==> src/rtl/collide_pkg.sv <==
// Shared types and constants for the ball collision probe.
// Bitmap addressing assumes a 640-pixel-wide playfield.
package collide_pkg;

  localparam int H_RES_DEF = 640;
  localparam int V_RES_DEF = 480;
  localparam int ADDR_W    = 19;
  localparam int CW        = 11;

  typedef enum logic [1:0] {
    IDLE,
    ISSUE,
    DRAIN,
    UPDATE
  } state_e;

  localparam logic [1:0] PROBE_L = 2'd0;
  localparam logic [1:0] PROBE_R = 2'd1;
  localparam logic [1:0] PROBE_T = 2'd2;
  localparam logic [1:0] PROBE_B = 2'd3;

  // y*640 + x built from shifts so no multiplier is inferred
  function automatic logic [ADDR_W-1:0] pix_addr(
    input logic [9:0] x,
    input logic [9:0] y
  );
    logic [ADDR_W-1:0] yy;
    logic [ADDR_W-1:0] xx;
    yy = {9'd0, y};
    xx = {9'd0, x};
    return (yy << 9) + (yy << 7) + xx;
  endfunction

endpackage

==> src/rtl/sync_rise.sv <==
// Two-flop synchronizer with rising-edge detect for the frame tick.
// A level already high when reset releases is absorbed, not reported.
module sync_rise (
  input  logic Clk,
  input  logic Reset_n,
  input  logic d,
  output logic q_rise
);

  logic       s1_q;
  logic       s2_q;
  logic       s3_q;
  logic [1:0] arm_q;

  always_ff @(posedge Clk or negedge Reset_n) begin
    if (!Reset_n) begin
      s1_q  <= 1'b0;
      s2_q  <= 1'b0;
      s3_q  <= 1'b0;
      arm_q <= 2'd0;
    end else begin
      s1_q <= d;
      s2_q <= s1_q;
      s3_q <= s2_q;
      if (arm_q != 2'd3) arm_q <= arm_q + 2'd1;
    end
  end

  // edge history is only trusted once the whole chain holds real samples
  assign q_rise = s2_q & ~s3_q & (arm_q == 2'd3);

endmodule

==> src/rtl/ball_collide.sv <==
// Probes the four pixels just outside the ball once per frame tick
// and reports which sides touch solid playfield.
module ball_collide
  import collide_pkg::*;
#(
  parameter int H_RES = H_RES_DEF,
  parameter int V_RES = V_RES_DEF
) (
  input  logic              Clk,
  input  logic              Reset_n,
  input  logic              frame_clk,
  input  logic [9:0]        BallX,
  input  logic [9:0]        BallY,
  input  logic [9:0]        BallS,
  output logic [ADDR_W-1:0] mem_addr,
  output logic              mem_rd,
  input  logic              mem_rdata,
  output logic              bit_on,
  output logic [3:0]        hit_dir,
  output logic              busy,
  output logic              overrun
);

  localparam logic signed [CW-1:0] XLIM = CW'(H_RES);
  localparam logic signed [CW-1:0] YLIM = CW'(V_RES);
  localparam logic signed [CW-1:0] ONE  = 11'sd1;

  state_e state_q, state_d;
  logic [1:0] cnt_q, cnt_d;
  logic [3:0] res_q, res_d;
  logic [9:0] bx_q, by_q, bs_q;
  logic       pend_q;
  logic [1:0] pidx_q;
  logic       bit_on_q;
  logic [3:0] hit_q;
  logic       ovr_q;
  logic       tick;

  logic signed [CW-1:0] sx, sy, ss;
  logic signed [CW-1:0] px, py;
  logic                 in_rng;

  sync_rise u_sync (
    .Clk     (Clk),
    .Reset_n (Reset_n),
    .d       (frame_clk),
    .q_rise  (tick)
  );

  assign sx = $signed({1'b0, bx_q});
  assign sy = $signed({1'b0, by_q});
  assign ss = $signed({1'b0, bs_q});

  always_comb begin
    px = sx;
    py = sy;
    case (cnt_q)
      PROBE_L: px = sx - ss - ONE;
      PROBE_R: px = sx + ss + ONE;
      PROBE_T: py = sy - ss - ONE;
      PROBE_B: py = sy + ss + ONE;
      default: ;
    endcase
  end

  assign in_rng = ~px[CW-1] & ~py[CW-1]
                & (px < XLIM) & (py < YLIM);

  assign mem_rd   = (state_q == ISSUE) & in_rng;
  assign mem_addr = mem_rd ? pix_addr(px[9:0], py[9:0])
                           : '0;

  always_comb begin
    state_d = state_q;
    cnt_d   = cnt_q;
    res_d   = res_q;
    unique case (state_q)
      IDLE: begin
        if (tick) begin
          state_d = ISSUE;
          cnt_d   = 2'd0;
          res_d   = 4'd0;
        end
      end
      ISSUE: begin
        cnt_d = cnt_q + 2'd1;
        if (cnt_q == PROBE_B) state_d = DRAIN;
      end
      DRAIN:   state_d = UPDATE;
      UPDATE:  state_d = IDLE;
      default: state_d = IDLE;
    endcase
    // read data belongs to the probe issued one cycle earlier
    if (pend_q) res_d[pidx_q] = mem_rdata;
  end

  always_ff @(posedge Clk or negedge Reset_n) begin
    if (!Reset_n) begin
      state_q  <= IDLE;
      cnt_q    <= 2'd0;
      res_q    <= 4'd0;
      bx_q     <= 10'd0;
      by_q     <= 10'd0;
      bs_q     <= 10'd0;
      pend_q   <= 1'b0;
      pidx_q   <= 2'd0;
      bit_on_q <= 1'b0;
      hit_q    <= 4'd0;
      ovr_q    <= 1'b0;
    end else begin
      state_q <= state_d;
      cnt_q   <= cnt_d;
      res_q   <= res_d;
      pend_q  <= mem_rd;
      pidx_q  <= cnt_q;
      if (state_q == IDLE && tick) begin
        bx_q <= BallX;
        by_q <= BallY;
        bs_q <= BallS;
      end
      if (state_q != IDLE && tick) ovr_q <= 1'b1;
      if (state_q == UPDATE) begin
        hit_q    <= {res_q[PROBE_T], res_q[PROBE_B],
                     res_q[PROBE_L], res_q[PROBE_R]};
        bit_on_q <= res_q[PROBE_L] | res_q[PROBE_R];
      end
    end
  end

  assign bit_on  = bit_on_q;
  assign hit_dir = hit_q;
  assign busy    = (state_q != IDLE);
  assign overrun = ovr_q;

endmodule

==> config.mk <==
export PLATFORM = sky130hd
export DESIGN_NAME = ball_collide
export DESIGN_NICKNAME = d
export VERILOG_FILES = /design/src/rtl/collide_pkg.sv /design/src/rtl/sync_rise.sv /design/src/rtl/ball_collide.sv
export SDC_FILE = /design/constraint.sdc
export NUM_CORES = 1
export LEC_CHECK = 0
export ABC_CLOCK_PERIOD_IN_PS = 11700
export CORE_AREA = 2 2 131 133
export CTS_CLUSTER_DIAMETER = 30
export DETAILED_ROUTE_END_ITERATION = 12
export DIE_AREA = 0 0 133 135
export GPL_ROUTABILITY_DRIVEN = 1
export HOLD_SLACK_MARGIN = 0.08
export PLACE_DENSITY_LB_ADDON = 0.15
export SLEW_MARGIN = 20
export SYNTH_ARGS = -nofsm -noshare
export SYNTH_HDL_FRONTEND = slang
export SYNTH_HIERARCHICAL = 1
export SYNTH_SLANG_ARGS = --single-unit
export TNS_END_PERCENT = 1
==> constraint.sdc <==
create_clock -name Clk -period 11.7 [get_ports Clk]
set_input_delay 2.925 -clock Clk [delete_from_list [all_inputs] [get_ports Clk]]
set_output_delay 2.925 -clock Clk [all_outputs]
set_load 0.01 [all_outputs]
# [After elaboration in Yosys (flattened, before gate mapping)]
# Cells that the tools add are included.
[totals] regBits=52 elab_cells=74 output_inout_bits=27 in_bits=34
[op_classes] muxes=14 add_sub_neg=12 n_reduce_logical=9 eq_ne=10 bitwise_logic=10 magnitude_cmp=4
[ops] operator="$pmux 11 s2" n=2
[ops] operator="$add 10x10->11" n=2
[ops] operator="$add 11x2->11 const B" n=2
[ops] operator="$sub 10x10->11" n=2
[ops] operator="$sub 11x2->11 const B" n=2
[ops] operator="$add 19x10->19" n=1
[ops] operator="$add 19x17->19" n=1
[ops] operator="$mux 19" n=1
[ops] operator="$mux 4" n=3
[ops] operator="$lt 11x10->1 const B" n=1
[ops] operator="$lt 11x11->1 const B" n=1
[ops] operator="$eq 2x2->1 const B" n=5
[ops] operator="$pmux 2 s4" n=1
[ops] operator="$and 1x1->1" n=6
[ops] operator="$mux 2" n=3
[ops] operator="$add 2x1->2 const B" n=2
[ops] operator="$bwmux 4" n=1
[ops] operator="$eq 2x1->1 const B" n=2
[ops] operator="$logic_not 2->1" n=2
[ops] operator="$ne 2x2->1 const B" n=2
[ops] operator="$pmux 2 s2" n=1
[ops] operator="$reduce_and 2->1" n=2
[ops] operator="$reduce_bool 2->1" n=2
[ops] operator="$logic_and 1x1->1" n=3
[ops] operator="other kinds (7)" n=9

# [Depth between registers and ports, before layout]
[logic_depth] ltp_word=9 depth_mapped=19 depth_no_buf=19

# [By module]
# Netlist, hierarchy kept.
[modules_own_cells] mod="ball_collide" n_inst=1 area_each_um2=4673.2 cells_each=500 seq_area_each_um2=1176.1
[modules_own_cells] mod="sync_rise" n_inst=1 area_each_um2=171.4 cells_each=9 seq_area_each_um2=125.1

# [Worst setup path after synthesis]
# Ideal clock, no wire load.
[synth_path] path_type="flip-flop to output port" start="reg bs_q[1]" end="out mem_addr[18]" arrival_time_ps=4592 setup_slack_ps=4183 t_required_ps=8775 path_buffers=0 stages_incl_launch_ff=17 path_cell_list="dfrtp_1 > inv_1 > ha_1 > a211oi_2 > o21bai_2 > a2111oi_4 > mux2i_1 > or4b_4 > fa_1 > fa_1 > a21o_1 > a21oi_1 > o21ai_0 > o41ai_1 > nor2_1 > a211oi_1 > nor3_1"
[synth_between] elab_chain_cells=9 word_cells_on_any_way=21 classes_between="add/sub (10); order compare (2); mux (3); bitwise (6)"
[synth_rtl] element="start, declared" line_no="ball_collide.sv:31" source="logic [9:0] bx_q, by_q, bs_q;"
[synth_rtl] element="start signal, assigned" line_no="ball_collide.sv:119" source="bs_q <= BallS;"
[synth_rtl] element="branches (longest 8 deep; another with $add 19x17->19)"
[synth_rtl] element="$mux 19 (*)" line_no="ball_collide.sv:70" source="assign mem_addr = mem_rd ? pix_addr(px[9:0], py[9:0])"
[synth_rtl] element="end, declared" line_no="ball_collide.sv:15" source="output logic [ADDR_W-1:0] mem_addr,"
# Mark *: on every way between the ends.

# [Worst setup path in the final report]
# Ends and elaborated chain as after synthesis.

==> summary.md <==
| Metric | Value |
|---|---|
| Status | finished, final reports clean |
| Post-synth top flop | dfrtp_1 |
| Antenna diodes | 0 |
| Critical path startpoint category | flop |
| Crit path DAT | 5.85 ns |
| Final #Nets | 669 |
| Async S/R FF share, synth | 100% |
| Max cap viols | 0 |
| Area grow syn2layout | 20.0% |
| Clk sinks | 52 |
| Placer Congestion | 0.925 |
| CP Max Fanout | 6 |
| Worst-path clk slew | 0.08 ns |
| #FFs+latches synth | 52 |
| Synth Net Count | 617 |
| Cell taking the most area after synthesis | dfrtp_1 |
| Global-route total usage across every layer | 15.4% |
| Worst Path Buf+Inv | 2 |
| Avg Cell Area, Syn | 9.52 µm² |
| Worst-path cell chain | inv_1 -> ha_1 -> a211oi_2 -> o21bai_2 -> a2111oi_4 -> mux2i_1 -> or4b_4 -> fa_1 -> fa_1 -> a21o_1 -> a21oi_1 -> o21ai_0 -> o41ai_1 -> nor2_1 -> a211oi_1 -> nor3_1 -> clkdlybuf4s50_1 |
| Die Area | 18000 µm² |
| Post-synth EDFFs | 0 |
| Synth cell types | 65 |
| Req. time, crit path | 8.78 ns |
| Dpl ws | 3.27 ns |
| Grt ovf | 0 |
| CTS tree | built |
| First-pass GRT wire length | 21800 µm |
| WL/cell | 16.9 µm |
| I/O Pins | 61 |
| Vias in the first global route | 3956 |
| Register area share after synthesis | 26.9% |
| Unrepaired setup endpoints after global routing | no |
| Fin crit share | 75.0% |
| Clock Tree Root | clkbuf_16 |
| Worst r2r path cells | 10 |
| Layout Skew | 0.00989 ns |
| Endpoints failing setup | 0 |
| Worst setup path endpoint | mem_addr[18] |
| Fillcell total | 1627 |
| Final Max Tran Viols | 0 |
| Setup ws final | 2.93 ns |
| Worst Path Class, Setup | reg2out |
| Largest net degree at the start of global routing | 53 |
| WHS Path Cells | 0 |
| DR vias | 3916 |
| Slew @ Worst Pin | 0.998 ns |
| Cell mode on critical path | fa_1 |
| Die Y | 135 µm |
| Share of the synthesized area in the top cell type | 26.9% |
| DP HPWL | 10600 µm |
| DRC | 0 |
| Most common cell after layout, fill and taps aside | ha_1 |
| Post-Synthesis Cells | 509 |
| Max Buffers Root-to-Sink | 2 |
| Worst-skew pair later-pin latency | 0.31 ns |
| Setup Fix Bufs, Post-CTS | 0 |
| Starting density of the core | 29.5% |
| FMAX | 114 MHz |
| Final WL | 13200 µm |
| Antenna Nets Post-Route | 0 |
| Initial antenna violation count | 0 |
| Num rows | 47 |
| TritonCTS buffer count | 5 |
| Slowest CP cell | or4b_4 |
| Fin crit period | 8.77 ns |
| Synth top area cells | dfrtp_1, ha_1, mux2_2 |
| CTS resizes | 0 |
| Core area | 16400 µm² |
| Share of cells above drive strength 1 | 13.0% |
| Max H-tree Level | 2 |
| FF-to-FF End | pend_q |
| DRT iter0 DRCs | 282 |
| R2R setup slack | 7.88 ns |
| Hold WC Path Type | reg2reg |
| Crit path depth | 17 |
| Vias per cell | 5.01 |
| Sum of negative setup slack | 0 ns |
| Most frequent cells in the layout | ha_1, clkdlybuf4s50_1, dfrtp_1 |
| CP top delay family | compound AO/OA/AOI/OAI gates |
| Fin. Hold Viols | 0 |
| Synthesized cell area | 4840 µm² |
| Hold_buf cts | 0 |
| TritonRoute pass-1 iters | 4 |
| Die Span X | 133 µm |
| Slowest stage delay, CP | 0.57 ns |
| CP startpoint | bs_q[1] |
| Input/output buffers | 60 |
| CP Capture Type | primary output |
| Max transition margin | 33.5% |
| Yosys Warn Count | 6 |
| Critical R2R Launch | bs_q[2] |
[synth_stat cells, types with 4 or more instances]
master    count
inv_1        34
xor2_1        9
buf_2         6
o21ai_0      24
mux2_2       34
nor3_2        9
o211ai_1      5
o31ai_1       5
a211oi_1      6
dfrtp_1      52
a21oi_1      36
a221o_1       5
xnor2_1      15
ha_1         68
nor2_1       39
a22o_1        5
fa_1          6
or3_1         5
a221oi_1      4
nand2b_1      8
a21o_1        7
nor2b_1       8
nand2_1      22
nand3_1       8
nor3_1       13
clkbuf_1      9
o21bai_1     11
[worst min path at each step]
stage	startpoint	slack, ns	endpoint
floorplan	u_sync/s1_q	0.33	u_sync/s2_q
global placement	u_sync/s1_q	0.33	u_sync/s2_q
detailed placement	u_sync/s1_q	0.34	u_sync/s2_q
CTS	u_sync/s1_q	0.35	u_sync/s2_q
global route	u_sync/s1_q	0.36	u_sync/s2_q
finish	u_sync/s1_q	0.35	u_sync/s2_q
[logic make-up (layout without fill, tap and decap cells)]
| logic type | after synthesis | in the layout | share of synthesized area [%] |
|---|---|---|---|
| mux | 38 | 38 | 8.83 |
| fa+ha+maj | 74 | 74 | 20.0 |
| flops | 52 | 52 | 26.9 |
| simple gates | 125 | 125 | 14.0 |
| compound gates | 141 | 141 | 21.1 |
| xor+xnor | 24 | 24 | 4.34 |
| buf+inv | 55 | 108 | 4.80 |
[layer usage]
layer / global-route usage, % / vias to the layer above / share of wire (%)
li1: - / 1954 / -
met1: 20.9 / 1874 / 48
met2: 25.8 / 83 / 47
met3: 2.85 / 5 / 4.3
met4: 2.87 / 0 / 0.57
met5: 0 / - / 0
[area by class of cell]
cell class | count | area, µm² | share of cell area, %
repair buffers | 63 | 618 | 10.6
multi-input cells | 402 | 3310 | 56.9
well taps | 220 | 275 | 4.73
inverters | 37 | 139 | 2.39
flip-flops and latches | 52 | 1300 | 22.4
clock inverters | 3 | 46.3 | 0.796
clock buffers | 5 | 125 | 2.15
[registers in the layout (all words and copies together), names as in the netlist]
register,flops
bs_q,10
res_q,4
bit_on,1
bx_q,10
overrun,1
u_sync/arm_q,2
cnt_q,2
pidx_q,2
u_sync/s1_q,1
u_sync/s3_q,1
hit_dir,4
by_q,10
u_sync/s2_q,1
pend_q,1
state_q,2
[metrics by stage]
step                      hold slack [ns]  instances  instance area [µm²]  util [%]
after floorplan                     0.331        509                 4840         -
after global placement              0.335        774                 5640      34.4
after detailed placement            0.336        774                 5640      34.4
after CTS                           0.352        782                 5820      35.4
after global routing                0.361        782                 5820      35.4
final                               0.353        782                 5820      35.4
Power is left out: the tool's default activity adds up to more than one toggle a clock period on the data nets, which glitch-free logic cannot reach.
